--- src/rtl/pmu_pkg.sv ---
// Shared types and defaults for the PMU bitstream load sequencer.
package pmu_pkg;

  localparam int unsigned LEN_W_DEF    = 16;
  localparam int unsigned CHK_BITS_DEF = 32;

  typedef enum logic [2:0] {
    PMU_IDLE = 3'd0,
    PMU_HDR  = 3'd1,
    PMU_PAY  = 3'd2,
    PMU_CHK  = 3'd3,
    PMU_EVAL = 3'd4,
    PMU_DONE = 3'd5,
    PMU_LOCK = 3'd6
  } pmu_ld_state_t;

endpackage

--- src/rtl/pmu_load_ctrl.sv ---
// Secured bitstream load sequencer: frames header/payload/checksum bits from the
// serial stream, gates the config chain and checksum unit, and flags done or lock.
module pmu_load_ctrl
  import pmu_pkg::*;
#(
  parameter int unsigned LEN_W    = LEN_W_DEF,
  parameter int unsigned CHK_BITS = CHK_BITS_DEF
) (
  input  logic             tck_i,
  input  logic             rst_i,
  input  logic             start_i,
  input  logic             abort_i,
  input  logic             en_i,
  input  logic             data_i,
  input  logic             chk_flag_i,
  output logic             chk_en_o,
  output logic             chk_clr_o,
  output logic             ccff_en_o,
  output logic             busy_o,
  output logic             done_o,
  output logic             lock_o,
  output logic [LEN_W-1:0] bit_cnt_o
);

  localparam int unsigned HDR_CW = $clog2(LEN_W + 1);
  localparam int unsigned CHK_CW = $clog2(CHK_BITS + 1);

  pmu_ld_state_t     state;
  logic [LEN_W-1:0]  len;
  logic [HDR_CW-1:0] hdr_cnt;
  logic [CHK_CW-1:0] chk_cnt;
  logic [LEN_W-1:0]  len_shift;

  assign len_shift = {len[LEN_W-2:0], data_i};

  // Payload and checksum beats are forwarded straight from the bit strobe.
  assign chk_en_o  = en_i & ((state == PMU_PAY) | (state == PMU_CHK));
  assign ccff_en_o = en_i & (state == PMU_PAY);

  always_ff @(posedge tck_i) begin
    if (rst_i) begin
      state     <= PMU_IDLE;
      chk_clr_o <= 1'b0;
      busy_o    <= 1'b0;
      done_o    <= 1'b0;
      lock_o    <= 1'b0;
      bit_cnt_o <= '0;
      len       <= '0;
      hdr_cnt   <= '0;
      chk_cnt   <= '0;
    end else begin
      chk_clr_o <= 1'b0;
      unique case (state)
        PMU_IDLE, PMU_DONE, PMU_LOCK: begin
          if (start_i) begin
            state     <= PMU_HDR;
            chk_clr_o <= 1'b1;
            busy_o    <= 1'b1;
            done_o    <= 1'b0;
            lock_o    <= 1'b0;
            bit_cnt_o <= '0;
            len       <= '0;
            hdr_cnt   <= '0;
            chk_cnt   <= '0;
          end
        end

        PMU_HDR: begin
          if (abort_i) begin
            state  <= PMU_LOCK;
            busy_o <= 1'b0;
            lock_o <= 1'b1;
          end else if (en_i) begin
            len     <= len_shift;
            hdr_cnt <= hdr_cnt + HDR_CW'(1);
            if (hdr_cnt == HDR_CW'(LEN_W - 1)) begin
              // An empty payload cannot be authenticated, so it locks immediately.
              if (len_shift == '0) begin
                state  <= PMU_LOCK;
                busy_o <= 1'b0;
                lock_o <= 1'b1;
              end else begin
                state <= PMU_PAY;
              end
            end
          end
        end

        PMU_PAY: begin
          if (abort_i) begin
            state  <= PMU_LOCK;
            busy_o <= 1'b0;
            lock_o <= 1'b1;
          end else if (en_i) begin
            bit_cnt_o <= bit_cnt_o + LEN_W'(1);
            if (bit_cnt_o == len - LEN_W'(1)) begin
              state <= PMU_CHK;
            end
          end
        end

        PMU_CHK: begin
          if (abort_i) begin
            state  <= PMU_LOCK;
            busy_o <= 1'b0;
            lock_o <= 1'b1;
          end else if (en_i) begin
            chk_cnt <= chk_cnt + CHK_CW'(1);
            if (chk_cnt == CHK_CW'(CHK_BITS - 1)) begin
              state <= PMU_EVAL;
            end
          end
        end

        // One settle cycle for the checksum flag, then judge.
        PMU_EVAL: begin
          busy_o <= 1'b0;
          if (abort_i || chk_flag_i) begin
            state  <= PMU_LOCK;
            lock_o <= 1'b1;
          end else begin
            state  <= PMU_DONE;
            done_o <= 1'b1;
          end
        end

        default: begin
          state  <= PMU_LOCK;
          busy_o <= 1'b0;
          lock_o <= 1'b1;
        end
      endcase
    end
  end

endmodule

--- config.mk ---
export PLATFORM = sky130hd
export DESIGN_NAME = pmu_load_ctrl
export DESIGN_NICKNAME = d
export VERILOG_FILES = /design/src/rtl/pmu_pkg.sv /design/src/rtl/pmu_load_ctrl.sv
export SDC_FILE = /design/constraint.sdc
export NUM_CORES = 1
export LEC_CHECK = 0
export ABC_AREA = 0
export CAP_MARGIN = 10
export CORE_ASPECT_RATIO = 0.5
export CORE_MARGIN = 2
export CORE_UTILIZATION = 45
export CTS_CLUSTER_SIZE = 28
export DETAILED_ROUTE_END_ITERATION = 7
export HOLD_SLACK_MARGIN = 0.15
export PLACE_DENSITY = 0.68
export SETUP_SLACK_MARGIN = 0.2
export SYNTH_ARGS = -nofsm -noshare
export SYNTH_HDL_FRONTEND = slang
export SYNTH_SLANG_ARGS = --single-unit
--- constraint.sdc ---
create_clock -name tck_i -period 3.1 [get_ports tck_i]
set_input_delay 0.31 -clock tck_i [delete_from_list [all_inputs] [get_ports tck_i]]
set_output_delay 0.31 -clock tck_i [all_outputs]
set_load 0.01 [all_outputs]
==> results of run 1 <==
[synthesized netlist by cell type, drive strengths merged (4+ instances only)]
| cell | number | area, µm² |
|---|---|---|
| and2 | 4 | 25.0 |
| dfxtp | 50 | 1000 |
| nor2b | 4 | 25.0 |
| ha | 5 | 62.6 |
| a21oi | 22 | 110 |
| xor2 | 14 | 123 |
| buf | 4 | 31.3 |
| and3 | 6 | 37.5 |
| clkbuf | 19 | 71.3 |
| nand4 | 7 | 43.8 |
| nor4 | 9 | 71.3 |
| o21ai | 18 | 93.8 |
| inv | 12 | 45.0 |
| nand2 | 22 | 82.6 |
| xnor2 | 25 | 219 |
| nand2b | 5 | 31.3 |
| a31oi | 4 | 25.0 |
| nand3 | 9 | 45.0 |
| nor3 | 12 | 71.3 |
| a22oi | 20 | 150 |
| or3 | 4 | 25.0 |
| or4 | 4 | 37.5 |
| nor2 | 64 | 240 |
[through the flow]
step	hold WS, ns	total power, mW
finish	0.470	2.06
global placement	0.458	1.41
floorplan	0.454	1.22
CTS	0.475	2.05
global route	0.504	2.17
detailed placement	0.462	1.43
[logic make-up after synthesis]
logic type | after synthesis
XOR/XNOR | 39
adder cells (fa/ha/maj) | 5
AO/OA/AOI/OAI | 82
buffers and inverters | 35
flip-flops | 50
AND/OR/NAND/NOR | 157
multiplexers | 3
[layout make-up]
cell class                      instances  area, µm²  share of cell area, %
Sequential cell                        50       1000                   28.9
Clock buffer                            5        125                   3.60
Tap cell                               88        110                   3.17
Inverter                               12       45.0                   1.30
Timing Repair Buffer                   37        348                   10.0
Multi-Input combinational cell        286       1800                   51.9
Clock inverter                          3       40.0                   1.15
[metal layers]
layer | wire (µm) | part of all wire [%] | global-route usage [%] | vias up
met5 | 0 | 0 | 0 | -
met4 | 177 | 2.3 | 9.64 | 0
met3 | 380 | 5.0 | 4.61 | 16
met2 | 3250 | 43 | 35.0 | 93
met1 | 3740 | 50 | 28.7 | 1318
li1 | - | - | - | 1344
[critical path, cell delays in order, from the launching register on]
cell and delay [ns]:
dfxtp_1 0.42, or4_4 0.61, nor3_4 0.20, a21oi_1 0.09, or4_1 0.52, or4_4 0.44
o21ai_2 0.17, mux2_1 0.32
[flip-flops by register name, indices dropped and copies added (netlist names), 3 cells and up]
name       flops
len           16
chk_cnt        6
state          3
bit_cnt_o     16
hdr_cnt        5
[worst paths after layout]
kind | slack (ns) | endpoint | depth (start not counted) | from
worst max-delay path | 0.21 | state[2] | 7 | len[7]
worst min-delay path | 0.47 | lock_o | 1 | lock_o
worst max register to register | 0.21 | state[2] | 7 | len[7]
worst min register to register | 0.47 | lock_o | 1 | lock_o
[power breakdown]
group | internal, mW | switching [mW]
Combinational | 0.249 | 0.410
Clock | 0.378 | 0.249
Sequential | 0.689 | 0.0840
==> flow_metrics.env, run 1 <==
export IMPL_dieArea_um2=7160
export IMPL_drt_total_wl_um=7550
export IMPL_fin_crit_ns=2.89
export IMPL_p_per_area_nw_per_um2=592
export IMPL_clock_sinks=50
export IMPL_fillers=609
export IMPL_rsz0062_at_grt="true"
export IMPL_core_area_um2=6160
export IMPL_final_cells=481
export IMPL_hpwlAfterDp_um=5200
export IMPL_p_leak_nw=1.24
export IMPL_slew_headroom_pct=45.0
export IMPL_cp_max_fo=7
export IMPL_dr_total_vias=2771
export IMPL_ctsResizeCount=3
export IMPL_outcome="complete, no violations"
export IMPL_crit_type="reg2reg"
export IMPL_critical_path_required_ns=3.28
export IMPL_setup_slack_ns=0.207
export IMPL_final_cell_mix="nor2_1, dfxtp_1, clkdlybuf4s50_1"
export IMPL_avgSynthCellArea_um2=7.84
export IMPL_grt_pass1_wl_um=12300
export IMPL_drv_cap=0
export IMPL_synth_seq_area_share_pct=34.4
export IMPL_synth_edff_count=0
export IMPL_end_kind="register"
export IMPL_ir_worst_vdd_uv=254
export IMPL_cts_tree="yes"
export IMPL_max_freq_mhz=346
export IMPL_drt_initial_drc_count=187
export IMPL_insertion_delay_ns=0.29
export IMPL_grt_max_degree=28
export IMPL_synth_simple_gate_area_share_pct=27.2
export IMPL_clkTransAtPathRegs_ns=0.07
export IMPL_clock_skew_ns=0.00352
export IMPL_synthCells=371
export IMPL_cp_start_kind="register"
export IMPL_ctsHoldBuffers=0
export IMPL_die_y_um=60.8
export IMPL_finalInstanceArea_um2=3480
export IMPL_initial_core_util_pct=47.2
export IMPL_postCtsSetupBuffers=0
export IMPL_vias_per_cell=5.76
export IMPL_grt_usage_pct=21.6
export IMPL_finish_utilization_pct=56.5
export IMPL_num_io_pins=29
export IMPL_hold_viol=0
export IMPL_setup_viol=0
export IMPL_ys_flop_type="dfxtp_1"
export IMPL_ys_warn_count=0
export IMPL_postRouteAntennaNets=0
export IMPL_synth_adder_area_share_pct=2.15
export IMPL_arrival_ns=3.08
export IMPL_final_common_cell="nor2_1"
export IMPL_port_buffers=28
export IMPL_synthMuxAreaShare_pct=1.08
export IMPL_fin_crit_sh_pct=93.3
export IMPL_synth_nets=383
export IMPL_synthArstFlopShare_pct=0
export IMPL_placed_area_um2=3280
export IMPL_layout_nets=404
export IMPL_place_congestion=0.929
export IMPL_worst_pin_slew_ns=0.823
export IMPL_synth_area_um2=2910
export IMPL_synth_xor_area_share_pct=11.7
export IMPL_root_buffer="clkbuf_16"
export IMPL_synth_ff_latch_count=50
export IMPL_antenna_cells=0
export IMPL_rows=20
export IMPL_drive_gt1_share_pct=8.40
export IMPL_synth_compound_gate_area_share_pct=18.4
export IMPL_htreeDepth=2
export IMPL_grt_antenna_before_repair=0
export IMPL_finalSetupTns_ns=0
export IMPL_routedWlPerCell_um=15.7
export IMPL_grt_overflow_total=0
export IMPL_dp_cells=473
export IMPL_drcViolationCount=0
export IMPL_synth_top_family_by_area="simple AND/OR/NAND/NOR gates"
export IMPL_hp_class="reg2reg"
export IMPL_die_w_um=118
export IMPL_report_final_slew_viol_count=0
export IMPL_pre_cts_ws_ns=0.203
export IMPL_cts_inserted_buffers=5
export IMPL_grt_pass1_vias=2551
export IMPL_drt_pass1_iter_count=4
export IMPL_ys_types=51
export IMPL_areaGrowthSynthToFinish_pct=19.5
export IMPL_cts_path_max_buffers=2
(Power assumes the default switching activity.)
==> run 2, diff against run 1 <==
Settings changed: PLACE_DENSITY 0.68 to default, PLACE_DENSITY_LB_ADDON from default to 0.05.
==> run 2 against run 1 <==
Compared with the run above:
- worst hold slack gained 0.0070 ns
- total power rose by 0.35%
- critical path type unchanged
- die area unchanged
- critical endpoint unchanged
- worst setup slack better by 0.019 ns
==> flow_metrics.env, run 2 (same netlist as run 1, synthesis figures left out) <==
export IMPL_outcome="complete, no violations"
export IMPL_drt_initial_drc_count=201
export IMPL_report_final_slew_viol_count=0
export IMPL_core_area_um2=6160
export IMPL_p_clk_share_pct=29.7
export IMPL_p_leak_nw=1.25
export IMPL_rsz0062_at_grt="true"
export IMPL_grt_pass1_vias=2422
export IMPL_hp_class="reg2reg"
export IMPL_intPower_mw=1.33
export IMPL_layout_nets=407
export IMPL_dieArea_um2=7160
export IMPL_hold_viol=0
export IMPL_power_mw=2.07
export IMPL_antenna_cells=0
export IMPL_final_cell_mix="nor2_1, dfxtp_1, clkdlybuf4s50_1"
export IMPL_max_freq_mhz=348
export IMPL_p_sw_uw=736
export IMPL_clock_sinks=50
export IMPL_setup_viol=0
export IMPL_final_common_cell="nor2_1"
export IMPL_grt_max_degree=29
export IMPL_hpwlAfterDp_um=5160
export IMPL_crit_type="reg2reg"
export IMPL_grt_usage_pct=20.7
export IMPL_drcViolationCount=0
export IMPL_areaGrowthSynthToFinish_pct=20.4
export IMPL_p_per_area_nw_per_um2=591
export IMPL_drt_pass1_iter_count=5
export IMPL_register_area_um2=1010
export IMPL_drive_gt1_share_pct=8.84
export IMPL_postRouteAntennaNets=0
export IMPL_arrival_ns=3.05
export IMPL_largestRegisters="bit_cnt_o: 16 flops, len: 16 flops, chk_cnt: 6 flops"
export IMPL_power_share_sequential_pct=36.4
export IMPL_ir_worst_vdd_uv=243
export IMPL_drt_total_wl_um=7170
export IMPL_swShare_pct=35.6
export IMPL_cp_max_fo=7
export IMPL_routedWlPerCell_um=14.8
export IMPL_end_kind="register"
export IMPL_dr_total_vias=2673
export IMPL_rr_worst_depth=10
export IMPL_worstHoldPathCells=1
export IMPL_grt_overflow_total=0
export IMPL_rows=20
export IMPL_grt_pass1_wl_um=11700
export IMPL_fillers=591
export IMPL_vias_per_cell=5.52
export IMPL_grt_antenna_before_repair=0
export IMPL_die_w_um=118
export IMPL_cp_start_kind="register"
export IMPL_place_congestion=0.921
export IMPL_critical_path_required_ns=3.27
export IMPL_cts_inserted_buffers=5
export IMPL_initial_core_util_pct=47.2
export IMPL_fin_crit_ns=2.87
export IMPL_clock_skew_ns=0.00657
export IMPL_insertion_delay_ns=0.29
export IMPL_ctsHoldBuffers=0
export IMPL_cts_tree="yes"
export IMPL_combPwrFrac_pct=33.9
export IMPL_finalSetupTns_ns=0
export IMPL_drv_cap=0
export IMPL_root_buffer="clkbuf_16"
export IMPL_die_y_um=60.8
export IMPL_fin_crit_sh_pct=92.7
export IMPL_worst_pin_slew_ns=0.981
export IMPL_finish_utilization_pct=56.8
export IMPL_cts_path_max_buffers=2
export IMPL_multi_input_area_um2=1810
export IMPL_port_buffers=28
export IMPL_htreeDepth=2
export IMPL_clkTransAtPathRegs_ns=0.06
export IMPL_num_io_pins=29
export IMPL_slew_headroom_pct=34.6
[run 2: changes by cell type in the layout (fill, tap and decap cells not counted)]
cell | before | now
o21ai_2 | 1 | 0
buf_4 | 9 | 12
o21ai_4 | 0 | 1
clkinv_2 | 2 | 0
nor4_4 | 2 | 1
dfxtp_1 | 48 | 46
o31ai_4 | 0 | 1
clkbuf_1 | 0 | 2
nor4_1 | 7 | 8
dfxtp_2 | 2 | 4
o31ai_2 | 1 | 0
[run 2: layout make-up]
cell class	instances	area share, %
clock inverter	1	0.858
inverter	12	1.29
clock buffer	7	3.79
timing repair buffer	40	10.6
sequential	50	28.7
multi-input combinational	286	51.6
tap	88	3.15
[run 2: final timing paths]
kind | start | end | slack, ns
worst min-delay path | lock_o | lock_o | 0.48
worst min register to register | lock_o | lock_o | 0.48
worst max-delay path | len[0] | state[2] | 0.23
worst max register to register | len[0] | state[2] | 0.23
[run 2: power groups by stage]
stage	clock network (mW)	logic [mW]	registers, mW
2_1_floorplan	0	0.484	0.739
3_3_place_gp	0	0.668	0.764
3_5_place_dp	0	0.679	0.766
4_1_cts	0.625	0.687	0.751
5_1_grt	0.654	0.774	0.760
6_report	0.614	0.700	0.753
[run 2: routing by layer]
layer,track usage (%),share of wire [%],vias to the layer above
li1,-,-,1347
met1,28.0,50,1249
met2,32.7,43,67
met3,6.02,5.5,10
met4,6.54,1.2,0
met5,0,0,-
[run 2: what timing repair did]
item	CTS	global route
setup buffers	0	1
gates cloned	0	0
setup endpoints to repair	1	1
gates resized for setup	3	5
pin swaps	0	1
[run 2: metrics by stage]
| step | hold slack (ns) | instance area, µm² | worst slack [ns] | std cells |
|---|---|---|---|---|
| after CTS | 0.485 | 3480 | 0.212 | 483 |
| after global routing | 0.522 | 3500 | 0.148 | 484 |
| after global placement | 0.458 | 3310 | 0.295 | 475 |
| after detailed placement | 0.466 | 3310 | 0.177 | 475 |
| after floorplan | 0.454 | 2930 | 0.262 | 371 |
| final | 0.477 | 3500 | 0.225 | 484 |
[run 2: worst max-delay path, stage by stage, from the launching register on]
cell	delay (ns)
dfxtp_2	0.35
inv_1	0.07
ha_2	0.19
or3b_4	0.41
buf_4	0.18
nor4_1	0.27
a32o_1	0.17
a21oi_1	0.04
or4_4	0.58
o21ai_4	0.17
mux2_1	0.33
==> run 3, diff against run 2 <==
Settings changed: SKIP_CTS_REPAIR_TIMING from default to 1, SLEW_MARGIN from default to 15.
==> run 3 against run 2 <==
Compared with the run above:
- clock power is essentially flat
- final cell count is the same
- fmax is essentially flat
- count of clock-buffer cells in the layout is the same
- critical path depth is the same
==> flow_metrics.env, run 3 (same netlist as run 1, synthesis figures left out) <==
export IMPL_grt_pass1_vias=2428
export IMPL_rows=20
export IMPL_finish_utilization_pct=56.8
export IMPL_grt_max_degree=29
export IMPL_clock_sinks=50
export IMPL_drt_initial_drc_count=197
export IMPL_dr_total_vias=2663
export IMPL_vias_per_cell=5.50
export IMPL_die_w_um=118
export IMPL_pre_cts_ws_ns=0.177
export IMPL_drt_total_wl_um=7190
export IMPL_dp_cells=475
export IMPL_clock_skew_ns=0.00588
export IMPL_path_delay_family="simple AND/OR/NAND/NOR gates"
export IMPL_core_area_um2=6160
export IMPL_postRouteAntennaNets=0
export IMPL_finalInstanceArea_um2=3500
export IMPL_setup_viol=0
export IMPL_cp_start_kind="register"
export IMPL_r2r_start="len[0]"
export IMPL_min_to="lock_o"
export IMPL_cts_path_max_buffers=2
export IMPL_dieArea_um2=7160
export IMPL_grt_pass1_wl_um=11700
export IMPL_worst_path_largest_cell_delay_ns=0.58
export IMPL_end_kind="register"
export IMPL_die_y_um=60.8
export IMPL_hpwlAfterDp_um=5160
export IMPL_p_per_area_nw_per_um2=590
export IMPL_grt_overflow_total=0
export IMPL_cts_tree="yes"
export IMPL_fin_crit_sh_pct=92.7
export IMPL_worstHoldPathCells=1
export IMPL_power_mw=2.07
export IMPL_largestRegisters="bit_cnt_o: 16 flops, len: 16 flops, chk_cnt: 6 flops"
export IMPL_slew_headroom_pct=35.9
export IMPL_crit_type="reg2reg"
export IMPL_path_buf_inv=2
export IMPL_initial_core_util_pct=47.2
export IMPL_placed_area_um2=3310
export IMPL_hold_viol=0
export IMPL_routedWlPerCell_um=14.9
export IMPL_clkTransAtPathRegs_ns=0.06
export IMPL_rsz0062_at_grt="true"
export IMPL_htreeDepth=2
export IMPL_port_buffers=28
export IMPL_num_io_pins=29
export IMPL_max_freq_mhz=348
export IMPL_rr_endpoint="state[2]"
export IMPL_cts_inserted_buffers=5
export IMPL_setup_slack_ns=0.227
export IMPL_arrival_ns=3.05
export IMPL_worstHoldStart="lock_o"
export IMPL_path_cells="inv_1 > ha_2 > or3b_4 > buf_4 > nor4_1 > a32o_1 > a21oi_1 > or4_4 > o21ai_4 > mux2_1"
export IMPL_p_leak_nw=1.25
export IMPL_place_congestion=0.921
export IMPL_insertion_delay_ns=0.29
export IMPL_final_cells=484
export IMPL_final_cell_mix="nor2_1, dfxtp_1, clkdlybuf4s50_1"
export IMPL_ir_worst_vdd_uv=243
export IMPL_r2r_slack_ns=0.23
export IMPL_drv_cap=0
export IMPL_fin_crit_ns=2.87
export IMPL_final_common_cell="nor2_1"
export IMPL_hp_class="reg2reg"
export IMPL_outcome="complete, no violations"
export IMPL_critical_path_required_ns=3.27
export IMPL_antenna_cells=0
export IMPL_rr_worst_depth=10
export IMPL_grt_usage_pct=20.8
export IMPL_drt_pass1_iter_count=5
export IMPL_drcViolationCount=0
export IMPL_layout_nets=407
export IMPL_finalSetupTns_ns=0
export IMPL_cp_max_fo=7
export IMPL_worst_pin_slew_ns=0.962
export IMPL_root_buffer="clkbuf_16"
export IMPL_areaGrowthSynthToFinish_pct=20.4
export IMPL_whs_ns=0.477
export IMPL_drive_gt1_share_pct=8.84
export IMPL_slowest_stage="or4_4"
export IMPL_report_final_slew_viol_count=0
export IMPL_fillers=593
export IMPL_grt_antenna_before_repair=0
run 3: how the worst max path moves through the flow:
stage | start | end | slack [ns] | cells past startpoint
floorplan | len[0] | state[2] | 0.26 | 11
global placement | len[8] | state[2] | 0.30 | 7
detailed placement | len[8] | state[2] | 0.18 | 7
CTS | len[8] | state[2] | 0.16 | 7
global route | len[0] | state[2] | 0.15 | 9
finish | len[0] | state[2] | 0.23 | 10
run 3: routing by layer:
metal,global-route usage [%],routed length (µm)
met3,6.02,416
met1,28.1,3610
met2,32.7,3070
met5,0,0
met4,6.54,93
run 3: power breakdown:
part	total, mW	leakage [nW]	switching, mW	internal, mW
clock	0.615	0.0781	0.234	0.382
sequential	0.752	0.406	0.0643	0.688
combinational	0.698	0.769	0.437	0.261
total	2.07	1.25	0.735	1.33
run 3: area by class of cell:
| type | instances | area, µm² | share of cell area [%] |
|---|---|---|---|
| inverters | 12 | 45.0 | 1.29 |
| multi-input cells | 286 | 1810 | 51.6 |
| flip-flops and latches | 50 | 1010 | 28.7 |
| well taps | 88 | 110 | 3.15 |
| clock inverters | 1 | 30.0 | 0.858 |
| repair buffers | 40 | 370 | 10.6 |
| clock buffers | 7 | 133 | 3.79 |
